File: config.mk
export PLATFORM = sky130hd
export DESIGN_NAME = fetch_queue_flat
export DESIGN_NICKNAME = d
export VERILOG_FILES = /design/src/rtl/fetch_queue_if.sv /design/src/rtl/fetch_queue.sv /design/src/flat_wrapper.sv
export SDC_FILE = /design/constraint.sdc
export NUM_CORES = 1
export LEC_CHECK = 0
export CAP_MARGIN = 20
export CORE_UTILIZATION = 60
export CTS_CLUSTER_SIZE = 24
export DETAILED_ROUTE_END_ITERATION = 8
export GPL_TIMING_DRIVEN = 0
export PLACE_DENSITY = 0.85
export REMOVE_ABC_BUFFERS = 1
export SYNTH_ARGS = -nofsm -noshare
export SYNTH_HDL_FRONTEND = slang
export SYNTH_SLANG_ARGS = --single-unit
File: constraint.sdc
create_clock -name clk -period 3.9 [get_ports clk]
set_input_delay 0.78 -clock clk [delete_from_list [all_inputs] [get_ports clk]]
set_output_delay 0.78 -clock clk [all_outputs]
set_load 0.02 [all_outputs]
File: src/rtl/fetch_queue_if.sv
// Fetch-queue bundle: instruction memory port, redirect/stall control and decode-side output.
// master = surrounding pipeline/memory, slave = fetch_queue.
interface fetch_queue_if #(
  parameter int CNT_W = 3
);
  logic              imem_rd;
  logic [15:0]       imem_addr;
  logic [15:0]       imem_data;
  logic              redirect;
  logic [15:0]       redirect_pc;
  logic              stall;
  logic              out_valid;
  logic [15:0]       out_instr;
  logic [15:0]       out_pc_plus_two;
  logic [CNT_W-1:0]  count;

  modport master (
    output imem_data, redirect, redirect_pc, stall,
    input  imem_rd, imem_addr, out_valid, out_instr, out_pc_plus_two, count
  );

  modport slave (
    input  imem_data, redirect, redirect_pc, stall,
    output imem_rd, imem_addr, out_valid, out_instr, out_pc_plus_two, count
  );
endinterface

File: src/rtl/fetch_queue.sv
// Instruction prefetch queue: issues 1-cycle-latency imem reads and buffers {instr, pc+2}.
// Define FETCH_BYPASS_EN to forward a response straight to decode when the queue is empty.
module fetch_queue #(
  parameter int DEPTH = 4,
  parameter int CNT_W = 3
) (
  input  logic         clk,
  input  logic         rst,
  fetch_queue_if.slave bus
);
  localparam int PTR_W = $clog2(DEPTH);

  logic [15:0]      r_fetch_pc;
  logic [15:0]      r_inflight_pc;
  logic             r_inflight;
  logic [PTR_W-1:0] r_head;
  logic [PTR_W-1:0] r_tail;
  logic [CNT_W-1:0] r_occ;
  logic [15:0]      r_q_instr [DEPTH];
  logic [15:0]      r_q_pc2   [DEPTH];

  logic        w_issue;
  logic        w_resp;
  logic        w_bypass;
  logic        w_empty;
  logic        w_out_valid;
  logic        w_pop;
  logic        w_wr;
  logic        w_rd;
  logic [15:0] w_resp_pc2;

  // The in-flight slot counts against capacity so a response can never land on a full queue.
  assign w_issue    = !rst && !bus.redirect &&
                      ((r_occ + CNT_W'(r_inflight)) < CNT_W'(DEPTH));
  // A response landing in a redirect cycle belongs to the old stream and is dropped.
  assign w_resp     = !rst && r_inflight && !bus.redirect;
  assign w_resp_pc2 = r_inflight_pc + 16'd2;
  assign w_empty    = (r_occ == '0);

`ifdef FETCH_BYPASS_EN
  assign w_bypass = w_empty && w_resp;
`else
  assign w_bypass = 1'b0;
`endif

  assign w_out_valid = !rst && (!w_empty || w_bypass);
  assign w_pop       = w_out_valid && !bus.stall && !bus.redirect;
  assign w_wr        = w_resp && !(w_bypass && w_pop);
  assign w_rd        = w_pop && !w_bypass;

  assign bus.imem_rd   = w_issue;
  assign bus.imem_addr = rst ? 16'h0000 : r_fetch_pc;
  assign bus.out_valid = w_out_valid;
  assign bus.count     = r_occ;

  always_comb begin
    bus.out_instr       = 16'h0000;
    bus.out_pc_plus_two = 16'h0000;
    if (w_bypass) begin
      bus.out_instr       = bus.imem_data;
      bus.out_pc_plus_two = w_resp_pc2;
    end else if (w_out_valid) begin
      bus.out_instr       = r_q_instr[r_head];
      bus.out_pc_plus_two = r_q_pc2[r_head];
    end
  end

  always_ff @(posedge clk) begin
    if (rst) begin
      r_fetch_pc    <= 16'h0000;
      r_inflight_pc <= 16'h0000;
      r_inflight    <= 1'b0;
      r_head        <= '0;
      r_tail        <= '0;
      r_occ         <= '0;
    end else if (bus.redirect) begin
      r_fetch_pc <= {bus.redirect_pc[15:1], 1'b0};
      r_inflight <= 1'b0;
      r_head     <= '0;
      r_tail     <= '0;
      r_occ      <= '0;
    end else begin
      r_inflight <= w_issue;
      if (w_issue) begin
        r_fetch_pc    <= r_fetch_pc + 16'd2;
        r_inflight_pc <= r_fetch_pc;
      end
      if (w_wr) r_tail <= r_tail + 1'b1;
      if (w_rd) r_head <= r_head + 1'b1;
      r_occ <= r_occ + CNT_W'(w_wr) - CNT_W'(w_rd);
    end
  end

  // Storage needs no reset: entries are only observed while counted in r_occ.
  always_ff @(posedge clk) begin
    if (w_wr) begin
      r_q_instr[r_tail] <= bus.imem_data;
      r_q_pc2[r_tail]   <= w_resp_pc2;
    end
  end
endmodule
File: src/flat_wrapper.sv
// flat-port wrapper written by rule: the top's interface ports become plain ports
module fetch_queue_flat 
#(
  parameter int DEPTH = 4,
  parameter int CNT_W = 3
)
  (clk, rst, bus_imem_data, bus_redirect, bus_redirect_pc, bus_stall, bus_imem_rd, bus_imem_addr, bus_out_valid, bus_out_instr, bus_out_pc_plus_two, bus_count);
  fetch_queue_if #(.CNT_W(CNT_W)) bus_i ();
  input  logic clk;
  input  logic rst;
  input wire logic [$bits(bus_i.imem_data)-1:0] bus_imem_data;
  input wire logic [$bits(bus_i.redirect)-1:0] bus_redirect;
  input wire logic [$bits(bus_i.redirect_pc)-1:0] bus_redirect_pc;
  input wire logic [$bits(bus_i.stall)-1:0] bus_stall;
  output wire logic [$bits(bus_i.imem_rd)-1:0] bus_imem_rd;
  output wire logic [$bits(bus_i.imem_addr)-1:0] bus_imem_addr;
  output wire logic [$bits(bus_i.out_valid)-1:0] bus_out_valid;
  output wire logic [$bits(bus_i.out_instr)-1:0] bus_out_instr;
  output wire logic [$bits(bus_i.out_pc_plus_two)-1:0] bus_out_pc_plus_two;
  output wire logic [$bits(bus_i.count)-1:0] bus_count;
  assign bus_i.imem_data = bus_imem_data;
  assign bus_i.redirect = bus_redirect;
  assign bus_i.redirect_pc = bus_redirect_pc;
  assign bus_i.stall = bus_stall;
  assign bus_imem_rd = bus_i.imem_rd;
  assign bus_imem_addr = bus_i.imem_addr;
  assign bus_out_valid = bus_i.out_valid;
  assign bus_out_instr = bus_i.out_instr;
  assign bus_out_pc_plus_two = bus_i.out_pc_plus_two;
  assign bus_count = bus_i.count;
  fetch_queue #(.DEPTH(DEPTH), .CNT_W(CNT_W)) u_core (.clk(clk), .rst(rst), .bus(bus_i));
endmodule
==> run_results.csv <==
group,metric,value,unit
run_status,status,"finished clean",
floorplanning,core,11400,µm²
worst_hold_path,hold_class,"flip-flop to flip-flop",
worst_setup_path,critPathRequiredTime,3.12,ns
grt,grt_max_degree,51,
timing,period_share,94.5,%
timing,max_slew_margin,43.7,%
synth,synth_compound_area_share,5.60,%
routing,vias_per_cell,5.86,
synth,synth.area.top_cells,"edfxtp_1 53%, dfxtp_1 11%, mux4_2 9.9%",
final_layout,finalNonFillerCells,712,
routing,dr.pass1.iters,5,
routing,ant_nets,0,
floorplanning,start_util,61.5,%
worst_setup_path,reg2reg_to,"u_core.bus.count[2]",
worst_setup_path,r2r_setup_slack,1.46,ns
synth,yosysTopAreaCell,"edfxtp_1",
worst_setup_path,reg2reg_depth,9,
final_layout,diodes,0,
clocking,cts_max_level,4,
synth,ys_ff_latch,164,
synth,yosys_warnings,0,
clocking,cts_hold_buf,0,
flow_run,cap_viol_max_count,0,
placement,io_buffers,85,
power,power,0.00377,W
timing,period_needed,3.68,ns
worst_hold_path,hold_path_depth,2,
timing,rsz0062_at_grt,"no",
worst_setup_path,arrival,2.90,ns
synth,synthTopCellsByCount,"124 x edfxtp_1, 40 x dfxtp_1, 35 x and2_1",
timing,drv_slew,0,
floorplanning,ios,89,
worst_setup_path,crit_path_max_fanout,50,
grt,grt_use_total,23.1,%
floorplanning,dieHeight,110,µm
worst_hold_path,min-delay-start,"u_core.r_inflight_pc[14]",
timing,setup_viol,0,
worst_setup_path,worstSetupEndpointType,"primary output",
synth,synth_edf_count,124,
power,vdd.ir_drop.worst,291,µV
worst_setup_path,path_class,"input port to primary output",
timing,tns,0,ns
synth,synthMuxAreaShare,10.4,%
synth,synth.most_common_cell,"edfxtp_1",
worst_setup_path,cpPeakStageDelay,0.73,ns
synth,async_flop_share,0,%
clocking,cts_sinks,164,
worst_hold_path,hold_end,"u_core.r_inflight_pc[14]",
clocking,clock_latency,0.42,ns
placement,place.gp.congestion,0.818,
timing,worstMarginPinSlew,0.845,ns
worst_setup_path,timing.rr.start,"u_core.bus.count[2]",
synth,synthFlopType,"edfxtp_1",
final_layout,fillers,726,
synth,synthCells,479,
final_layout,drive_gt1_share,14.2,%
floorplanning,rows,39,
floorplanning,dieArea,12100,µm²
clocking,postCtsSetupRepairBufs,0,
final_layout,finalNetCount,601,
synth,synth_area_per_cell,14.7,µm²
floorplanning,die_w,110,µm
timing,fin_skew,0.0110,ns
grt,grt_pass1_vias,4102,
timing,max_freq,0.271,GHz
grt,antenna_found_initial,0,
placement,dp_hpwl,7.99,mm
synth,synth.distinct_cells,52,
synth,synth_area,7020,µm²
timing,hold_violations,0,
clocking,cts_max_path_buffers,2,
clocking,cts_tree,"done",
power,powerDensity,441,nW/µm²
synth,synth_xor_area_share,2.99,%
grt,grt_overflow,0,
synth,synthAdderAreaFrac,1.71,%
routing,vias,4174,
worst_setup_path,cp_cell_sequence,"buf_2 > or2_1 > nor2_1 > clkdlybuf4s50_1",
synth,synth_top_family_by_area,"simple AND/OR/NAND/NOR gates",
routing,wl,12.9,mm
power,power_leakage,2.78,nW
final_layout,syn_to_final_growth,21.9,%
placement,placed_cells,680,
clocking,cts_buffers,17,
clocking,post_cts_resized,0,
synth,yosysSeqAreaShare,64.5,%
routing,drcViolationCount,0,
routing,post_drt_wl_per_cell,18.1,µm
synth,synth-simple-area-share,12.0,%
clocking,cts.clk_slew.worst_paths,0.06,ns
grt,grt_pass1_wl,20.4,mm
clocking,root_buffer,"clkbuf_16",
synth,netlist.area_leader.share,53.0,%
worst_setup_path,worst_setup_path_start_kind,"input port",
worst_setup_path,critPathSlowestCell,"or2_1",
routing,drt_iter0_markers,291,
sequential cells by signal, indices dropped and copies added (netlist names), named ones only:
register / flops
u_core.bus.count: 3
u_core.r_q_instr: 64
u_core.r_fetch_pc: 15
u_core.r_inflight: 1
u_core.r_inflight_pc: 15
u_core.r_tail: 2
u_core.r_head: 2
u_core.r_q_pc2: 60
per-layer routing:
metal	share of wire, %	global-route usage, %	wire length (µm)	vias up
met5	0	0	0	-
met4	1.9	10.1	248	0
met3	6.6	5.41	852	19
met2	50	37.8	6410	145
met1	42	29.5	5390	2027
li1	-	-	-	1983
metrics by stage:
| step | worst slack [ns] | util [%] | hold WS, ns | cell area, µm² |
|---|---|---|---|---|
| after floorplan | 0.850 | - | 0.448 | 6870 |
| after global placement | -1.64 | 69.2 | 0.467 | 7900 |
| after detailed placement | 0.0973 | 69.6 | 0.473 | 7950 |
| after CTS | 0.224 | 74.9 | 0.482 | 8550 |
| after global routing | 0.0598 | 74.9 | 0.515 | 8550 |
| final | 0.215 | 74.9 | 0.478 | 8550 |
worst max path at each step:
stage	startpoint	end	slack (ns)	cells after the start
3_5_place_dp	rst	u_core.bus.count[2]	0.1	10
6_report	rst	bus_imem_rd	0.22	4
2_1_floorplan	flip-flop	bus_out_instr[0]	0.85	2
5_1_grt	rst	bus_imem_rd	0.06	4
4_1_cts	rst	bus_imem_rd	0.22	4
3_3_place_gp	rst	bus_out_pc_plus_two[13]	-1.64	4
layout make-up:
cell class,count,area [µm²],area share [%]
flip-flops and latches,164,4530,52.9
multi-input cells,273,2310,27.0
repair buffers,88,888,10.4
clock buffers,18,429,5.02
well taps,143,179,2.09
clock inverters,14,176,2.06
inverters,12,45.0,0.527
power breakdown:
| part | internal, W | leakage, nW | total [W] | switching, W |
|---|---|---|---|---|
| combinational | 0.0000793 | 1.05 | 0.000160 | 0.0000812 |
| sequential | 0.00190 | 1.45 | 0.00192 | 0.0000291 |
| clock | 0.00101 | 0.280 | 0.00168 | 0.000673 |
| total | 0.00299 | 2.78 | 0.00377 | 0.000783 |
critical path: cells and delay by family:
| family | cells | cell delay [ns] |
|---|---|---|
| buffers and inverters | 2 | 1.21 |
| and+or+nand+nor | 2 | 0.88 |
cell families after synthesis:
logic type,Yosys count
and+or+nand+nor,146
buffers and inverters,43
xor gates and xnor gates,21
AOI/OAI and AO/OA,61
other,1
adders and majority gates,9
DFF,164
muxes,34
placed cells by master (no fill, tap or decap), types with 7 or more instances in the layout:
cell / n
edfxtp_1: 124
clkdlybuf4s50_1: 84
dfxtp_1: 38
and2_1: 35
mux4_2: 31
nand3_1: 26
nor2_1: 22
clkbuf_16: 17
xnor2_1: 16
a21oi_1: 16
nor2b_1: 13
inv_1: 12
nand2_1: 10
o21ai_0: 10
ha_1: 8
o21ai_1: 7
Note: power is estimated with default switching activity, not from simulation.
